[src/rtl/fir_sample_feeder.sv]
// Input stage for the 64-tap FIR core: buffers valid/ready samples in a circular store
// and issues one FRAME_LEN-beat write burst per frame when the core can accept it.
//   state      | meaning
//   IDLE       | buffering; waiting for a full frame and a clean able2write
//   BURST      | one pop and one core write per cycle, FRAME_LEN beats
//   HOLD       | burst issued; waiting for the core's able2write to drop
//   WAIT_EMPTY | waiting for able2write to return (frame consumed by core)
module fir_sample_feeder #(
    parameter  int DATA_W    = 16,
    parameter  int FRAME_LEN = 64,
    parameter  int BUF_DEPTH = 128,
    parameter  int CNT_W     = 16,
    localparam int PTR_W     = $clog2(BUF_DEPTH),
    localparam int LVL_W     = PTR_W + 1
) (
    input  logic              clk1,
    input  logic              rstn,
    input  logic [DATA_W-1:0] s_data,
    input  logic              s_valid,
    output logic              s_ready,
    input  logic              able2write,
    output logic [DATA_W-1:0] core_data,
    output logic              core_wr,
    output logic              busy,
    output logic [CNT_W-1:0]  frame_cnt,
    output logic [LVL_W-1:0]  buf_level
);

    localparam int             BEAT_W    = $clog2(FRAME_LEN + 1);
    localparam logic [LVL_W-1:0] FRAME_LVL = LVL_W'(FRAME_LEN);
    localparam logic [LVL_W-1:0] FULL_LVL  = LVL_W'(BUF_DEPTH);

    typedef enum logic [1:0] {
        IDLE       = 2'd0,
        BURST      = 2'd1,
        HOLD       = 2'd2,
        WAIT_EMPTY = 2'd3
    } state_t;

    state_t              state_q, state_d;
    logic [BEAT_W-1:0]   beats_q, beats_d;
    logic [PTR_W-1:0]    wptr_q, rptr_q;
    logic [LVL_W-1:0]    level_q, level_d;
    logic [DATA_W-1:0]   core_data_q, core_data_d;
    logic                core_wr_q, core_wr_d;
    logic [CNT_W-1:0]    frame_cnt_q, frame_cnt_d;
    logic [DATA_W-1:0]   mem_q [BUF_DEPTH];
    logic                push, pop, a2w_hi;

    // able2write can be X while the core leaves reset; only a clean 1 counts as high.
    assign a2w_hi  = (able2write === 1'b1);
    assign s_ready = (level_q != FULL_LVL);
    assign push    = s_valid && s_ready;
    assign level_d = level_q + LVL_W'(push) - LVL_W'(pop);

    // Storage carries no reset; occupancy and pointers define what is valid.
    always_ff @(posedge clk1) begin
        if (push) begin
            mem_q[wptr_q] <= s_data;
        end
    end

    always_comb begin
        state_d     = state_q;
        beats_d     = beats_q;
        pop         = 1'b0;
        core_wr_d   = 1'b0;
        core_data_d = core_data_q;
        frame_cnt_d = frame_cnt_q;
        unique case (state_q)
            IDLE: begin
                if (level_q >= FRAME_LVL && a2w_hi) begin
                    state_d = BURST;
                    beats_d = BEAT_W'(FRAME_LEN - 1);
                end
            end
            BURST: begin
                pop         = 1'b1;
                core_wr_d   = 1'b1;
                core_data_d = mem_q[rptr_q];
                if (beats_q == '0) begin
                    state_d     = HOLD;
                    frame_cnt_d = frame_cnt_q + CNT_W'(1);
                end else begin
                    beats_d = beats_q - BEAT_W'(1);
                end
            end
            HOLD: begin
                if (!a2w_hi) begin
                    state_d = WAIT_EMPTY;
                end
            end
            WAIT_EMPTY: begin
                if (a2w_hi) begin
                    state_d = IDLE;
                end
            end
            default: state_d = IDLE;
        endcase
    end

    always_ff @(posedge clk1 or negedge rstn) begin
        if (!rstn) begin
            state_q     <= IDLE;
            beats_q     <= '0;
            wptr_q      <= '0;
            rptr_q      <= '0;
            level_q     <= '0;
            core_data_q <= '0;
            core_wr_q   <= 1'b0;
            frame_cnt_q <= '0;
        end else begin
            state_q     <= state_d;
            beats_q     <= beats_d;
            level_q     <= level_d;
            core_data_q <= core_data_d;
            core_wr_q   <= core_wr_d;
            frame_cnt_q <= frame_cnt_d;
            if (push) begin
                wptr_q <= wptr_q + PTR_W'(1);
            end
            if (pop) begin
                rptr_q <= rptr_q + PTR_W'(1);
            end
        end
    end

    assign core_data = core_data_q;
    assign core_wr   = core_wr_q;
    assign busy      = (state_q != IDLE);
    assign frame_cnt = frame_cnt_q;
    assign buf_level = level_q;

endmodule

[config.mk]
export PLATFORM = sky130hd
export DESIGN_NAME = fir_sample_feeder
export DESIGN_NICKNAME = d
export VERILOG_FILES = /design/src/rtl/fir_sample_feeder.sv
export SDC_FILE = /design/constraint.sdc
export NUM_CORES = 2
export LEC_CHECK = 0
export BUFFER_PORTS_ARGS = -buffer_cell sky130_fd_sc_hd__buf_2
export CORE_ASPECT_RATIO = 1.2
export CORE_MARGIN = 2
export CORE_UTILIZATION = 57
export DETAILED_ROUTE_END_ITERATION = 8
export PLACE_DENSITY = 0.74
export SLEW_MARGIN = 20
export SYNTH_ARGS = -nofsm -noshare
export SYNTH_HDL_FRONTEND = slang
export SYNTH_SLANG_ARGS = --single-unit
[constraint.sdc]
create_clock -name clk1 -period 3.07 [get_ports clk1]
set_clock_uncertainty 0.2 [all_clocks]
set_input_delay 0.614 -clock clk1 [delete_from_list [all_inputs] [get_ports clk1]]
set_output_delay 0.614 -clock clk1 [all_outputs]
set_load 0.02 [all_outputs]
## Word-level counts from Yosys, hierarchy flattened

Memory sizes are Yosys's and may differ from the RTL's. A register that Yosys moved wholly into a read port is not among the register bits.
Cells that the tools add are included.

- Bits in writable memories: 2048
- Memories kept: 1
- Word-level logic and storage cells: 46
- Output and inout bits: 43
- Register bits: 48

- Muxes and demuxes: 11
- Add/subtract/negate cells: 6
- Equality and inequality tests: 10
- Reductions and logical operators: 10
- Order comparisons: 1

Memory list:

| name | depth | width | read ports | clocked after Yosys merged registers in | wr ports | line | source |
|---|---|---|---|---|---|---|---|
| mem_q | 128 | 16 | 1 | 1 | 1 | 47 | `logic [DATA_W-1:0] mem_q [BUF_DEPTH];` |

Operators with widths:

| cell | count |
|---|---|
| adder 16 x 1 -> 16 bit (second input constant) | 1 |
| adder 7 x 1 -> 7 bit (second input constant) | 2 |
| two-way mux 7 bit | 2 |
| one-hot mux 7 bit (2 select lines) | 1 |
| != test 2 bit (second input constant) | 5 |
| adder 8 x 1 -> 8 bit | 1 |
| greater-or-equal comparator 8 x 7 -> 1 bit (second input constant) | 1 |
| two-way mux 2 bit | 4 |
| != test 8 bit (second input constant) | 1 |
| one-hot mux 2 bit (4 select lines) | 1 |
| subtractor 8 x 1 -> 8 bit | 1 |
| logical NOT 7 bit | 1 |
| subtractor 7 x 1 -> 7 bit (second input constant) | 1 |
| equality test 2 bit (second input constant) | 2 |
| AND reduction 4 bit | 1 |
| nonzero test 2 bit | 2 |
| two-way mux 1 bit | 3 |
| AND reduction 3 bit | 1 |
| equality test 2 x 1 -> 1 bit (second input constant) | 1 |
| logical AND 1 bit | 2 |
| logical NOT 2 bit | 1 |
| AND reduction 2 bit | 1 |
| === test 1 bit (second input constant) | 1 |
| logical NOT 1 bit | 1 |

## Longest topological paths before layout

- Word-level depth: 4
- Gate-level depth with buffers: 15
- Mapped depth without buffers: 15

## Worst setup path before layout

OpenSTA, ideal clock, no wires.

- Kind: reg2reg
- Start: register level_q[4] (netlist: buf_level[4])
- End: memory mem_q[110][0] (enable)
- Data required time: 2481 ps
- Clock period less this slack: 3265 ps
- Path slack: -195 ps
- Arrival time: 2677 ps
- Stages on the path, launching flop included: 9
- Cells stage by stage: dfrtp_1 > inv_1 > ha_1 > a41oi_1 > inv_1 > nor2_1 > nand3_1 > clkbuf_1 > nor2_1

- Word-level cells in the longest chain between the ends: 4

Ends and longest elaborated chain:

| what | line | source |
|---|---|---|
| start, declared | 43 | `logic [LVL_W-1:0] level_q, level_d;` |
| start signal, assigned | 115 | `level_q <= level_d;` |
| != test 8 bit | 52 | `assign s_ready = (level_q != FULL_LVL);` |
| logical AND 1 bit | 53 | `assign push = s_valid && s_ready;` |
| two-way mux 1 bit | 58 | `if (push) begin` |
| two-way mux 1 bit (implied by the code) | 59 | `mem_q[wptr_q] <= s_data;` |
| end, declared | 47 |  |

Every way passes these cells.

==> reports/results.ini <==
[outcome]
outcome = finished with violations
failed_checks = setup timing

[logic_synthesis]
synth_area_leaders = edfxtp_1 75%, mux4_2 11%, mux2i_1 3.1%
synth-seq-area-share_pct = 76.9
postSynthCellCount = 3873
synth_area_mm2 = 0.0820
syn_area_per_cell_um2 = 21.2
netlist_top_cells_count = 2048 x edfxtp_1, 418 x mux4_2, 252 x mux2i_1, 188 x nor2_1, 81 x clkbuf_1
total_of_flip_flops_plus_latches_after_synthesis = 2112
ys.flop_type = edfxtp_1
async_reset_ff_share_pct = 3.03
post-synth-top-count-cell = edfxtp_1
post-synth-top-area-cell = edfxtp_1
synth.distinct_cells = 72
mappedNetlistNets = 3916
synth_enable_flop_cells = 2048
portion_of_synthesized_cell_area_occupied_by_the_leading_cell_type_pct = 75.0
synthesis.yosys.warnings = 0

[global_route]
grt-ovfl-total = 0
first_global_vias = 42600
grt_max_degree = 129
groute.usage.overall_pct = 29.0
number_of_antenna_violations_at_the_first_check_in_global_routing = 9
wire_length_of_the_first_global_routing_pass_um = 302000

[placement]
place.port_buffers = 62
post-place-cells = 6147
place_area_mm2 = 0.0888
dp_hpwl_um = 129000
finalWeightedCongestion = 0.872

[hold_path]
holdPathStages = 1
hold_removal_path_class = in2reg
hold_start = s_data[14]
whs_endpoint = mem_q[70][14]

[floorplanning]
floorplan.die_area_mm2 = 0.147
coreArea_mm2 = 0.143
io-pin-count = 63
die_y_um = 420
die_w_um = 350
initial_core_util_pct = 57.4
std_cell_rows = 152

[clock_network]
ctsLongestPathBuffers = 3
tritoncts_num_sinks = 2112
num_cts_buffers = 188
tritoncts = done
clk_pin_slew_worst_paths_ns = 0.06
cts_root_buffer = clkbuf_16
clk_latency_ns = 0.84
cts.htree.levels = 4

[finish]
final_layout_size_suffix_gt1_share_pct = 29.8
post_layout_nonfiller_instances = 6527
layout_area_overhead_pct = 16.5
final_area_mm2 = 0.0956
design.final.nets = 4484

[critical_path]
critical_path.max_fanout = 8
worstSetupEndpointType = register
worst-endpoint-arrival_ns = 3.59
worst_r2r_end = core_data[10]
reg2reg_path_depth = 11
crit_path_start_kind = register
cp.required_ns = 3.58
r2r_setup_slack_ns = -0.01
timing.rr.start = rptr_q[0]
setup.worst_path.class = reg2reg

[power]
max-vdd-ir-drop_mv = 0.572
power-per-cell-area_mw_per_mm2 = 874
cellLeakagePower_uw = 0.0315

[detailed_routing]
detailedRoute.firstIterationViolations = 6288
routed_wl_um = 212000
remaining_drc_errors = 0
wl_per_cell_um = 32.5
drtAntennaViolNets = 0
first_pass_iters = 5
detailroute.via_count = 43300
viasPerCell = 6.63

[sta]
unrepaired_setup_endpoints_after_global_routing = yes
setup_viol = 3
slew_headroom_pct = 35.1
clock_period_minus_worst_slack_ns = 3.08
slew_violations = 0
max_freq_mhz = 324
hold_viol_final = 0
timing.final.crit_share_pct = 100
final_critical_path_setup_slack_ns = -0.0131
timing_worst_slew_pin_value_ns = 0.974

[job]
cap_violations = 0

==> cell type report <==
| type | count | area, um2 |
|---|---|---|
| diodes | 1 | 2.50 |
| clock buffers | 237 | 4960 |
| clock inverters | 113 | 1110 |
| fillers | 8803 | 47400 |
| inverters | 24 | 92.6 |
| multi-input cells | 1525 | 17800 |
| flip-flops and latches | 2112 | 63100 |
| well taps | 1925 | 2410 |
| repair buffers | 590 | 6120 |
==> logic make-up (layout without fill, tap and decap cells) <==
kind of cell	count (synthesis)	after routing	synth area share, %
AOI/OAI and AO/OA	388	388	3.29
xor gates and xnor gates	36	36	0.384
adders and majority gates	23	23	0.360
buffers and inverters	236	964	1.85
DFF	2112	2112	76.9
muxes	701	701	15.1
other	0	1	0
and+or+nand+nor	377	377	2.06
==> cells in the final DEF (no fill, tap or decap), types with 51 or more instances in the layout <==
cell,instances
clkbuf_16,195
buf_4,399
dfrtp_1,55
a21oi_1,70
nor2_1,185
nand2_1,64
buf_12,120
edfxtp_1,2048
mux4_2,418
o22ai_1,51
mux2i_1,250
==> state kept, by name, indices dropped and copies added, names as in the netlist <==
| signal | count |
|---|---|
| rptr_q | 7 |
| frame_cnt | 16 |
| mem_q | 2048 |
| state_q | 2 |
| core_data | 16 |
| wptr_q | 7 |
| buf_level | 8 |
| beats_q | 7 |
| core_wr | 1 |
==> where the power goes <==
group / internal (uW) / leakage (uW) / switching [uW] / total (uW)
combinational: 12200 / 0.00936 / 14800 / 27100
clock: 13000 / 0.00295 / 10300 / 23300
sequential: 32400 / 0.0192 / 692 / 33100
total: 57600 / 0.0315 / 25900 / 83500
==> worst max path at each step <==
stage	start	to	slack [ns]	cells past startpoint
6_report	rptr_q[0]	core_data[10]	-0.01	11
3_5_place_dp	rptr_q[0]	core_data[10]	-0.56	9
3_3_place_gp	rptr_q[0]	core_data[10]	-0.47	9
4_1_cts	rptr_q[0]	core_data[10]	0.002	10
2_1_floorplan	buf_level[4]	mem_q[110][0]	0.008	8
5_1_grt	rptr_q[0]	core_data[2]	-0.04	11
==> stage by stage <==
step	power (uW)	hold WS (ns)	util, %	TNS [ns]	setup slack, ns
after floorplan	48600	0.118	-	0	0.00757
after global placement	58800	0.259	62.1	-2.04	-0.466
after detailed placement	59200	0.269	62.1	-2.38	-0.557
after CTS	82600	0.0196	66.4	0	0.00244
after global routing	85700	0.0589	66.8	-0.113	-0.0372
final	83500	0.0641	66.8	-0.0250	-0.0131
==> critical path: stages (launching register included) <==
cell and delay (ns):
dfrtp_4 0.42, buf_12 0.16, buf_16 0.17, buf_12 0.15, buf_8 0.16, mux4_2 0.53, nand2_1 0.11, a21oi_1 0.14
o22ai_1 0.20, buf_4 0.19, o2111ai_1 0.28, o221a_1 0.22
==> repair_timing <==
item	4_1_cts	5_1_grt
pin swaps	1	11
resized for setup	26	61
hold endpoints to repair	93	0
setup buffers	3	20
gates cloned	0	4
endpoints found under the setup margin	19	16
hold buffers	3	0
==> metal layers <==
layer / global-route usage (%) / wire length (um)
met3: 5.54 / 22400
met4: 11.9 / 9000
met1: 38.7 / 75100
met2: 47.5 / 106000
met5: 0 / 10
Note: power is estimated with default switching activity, not from simulation.
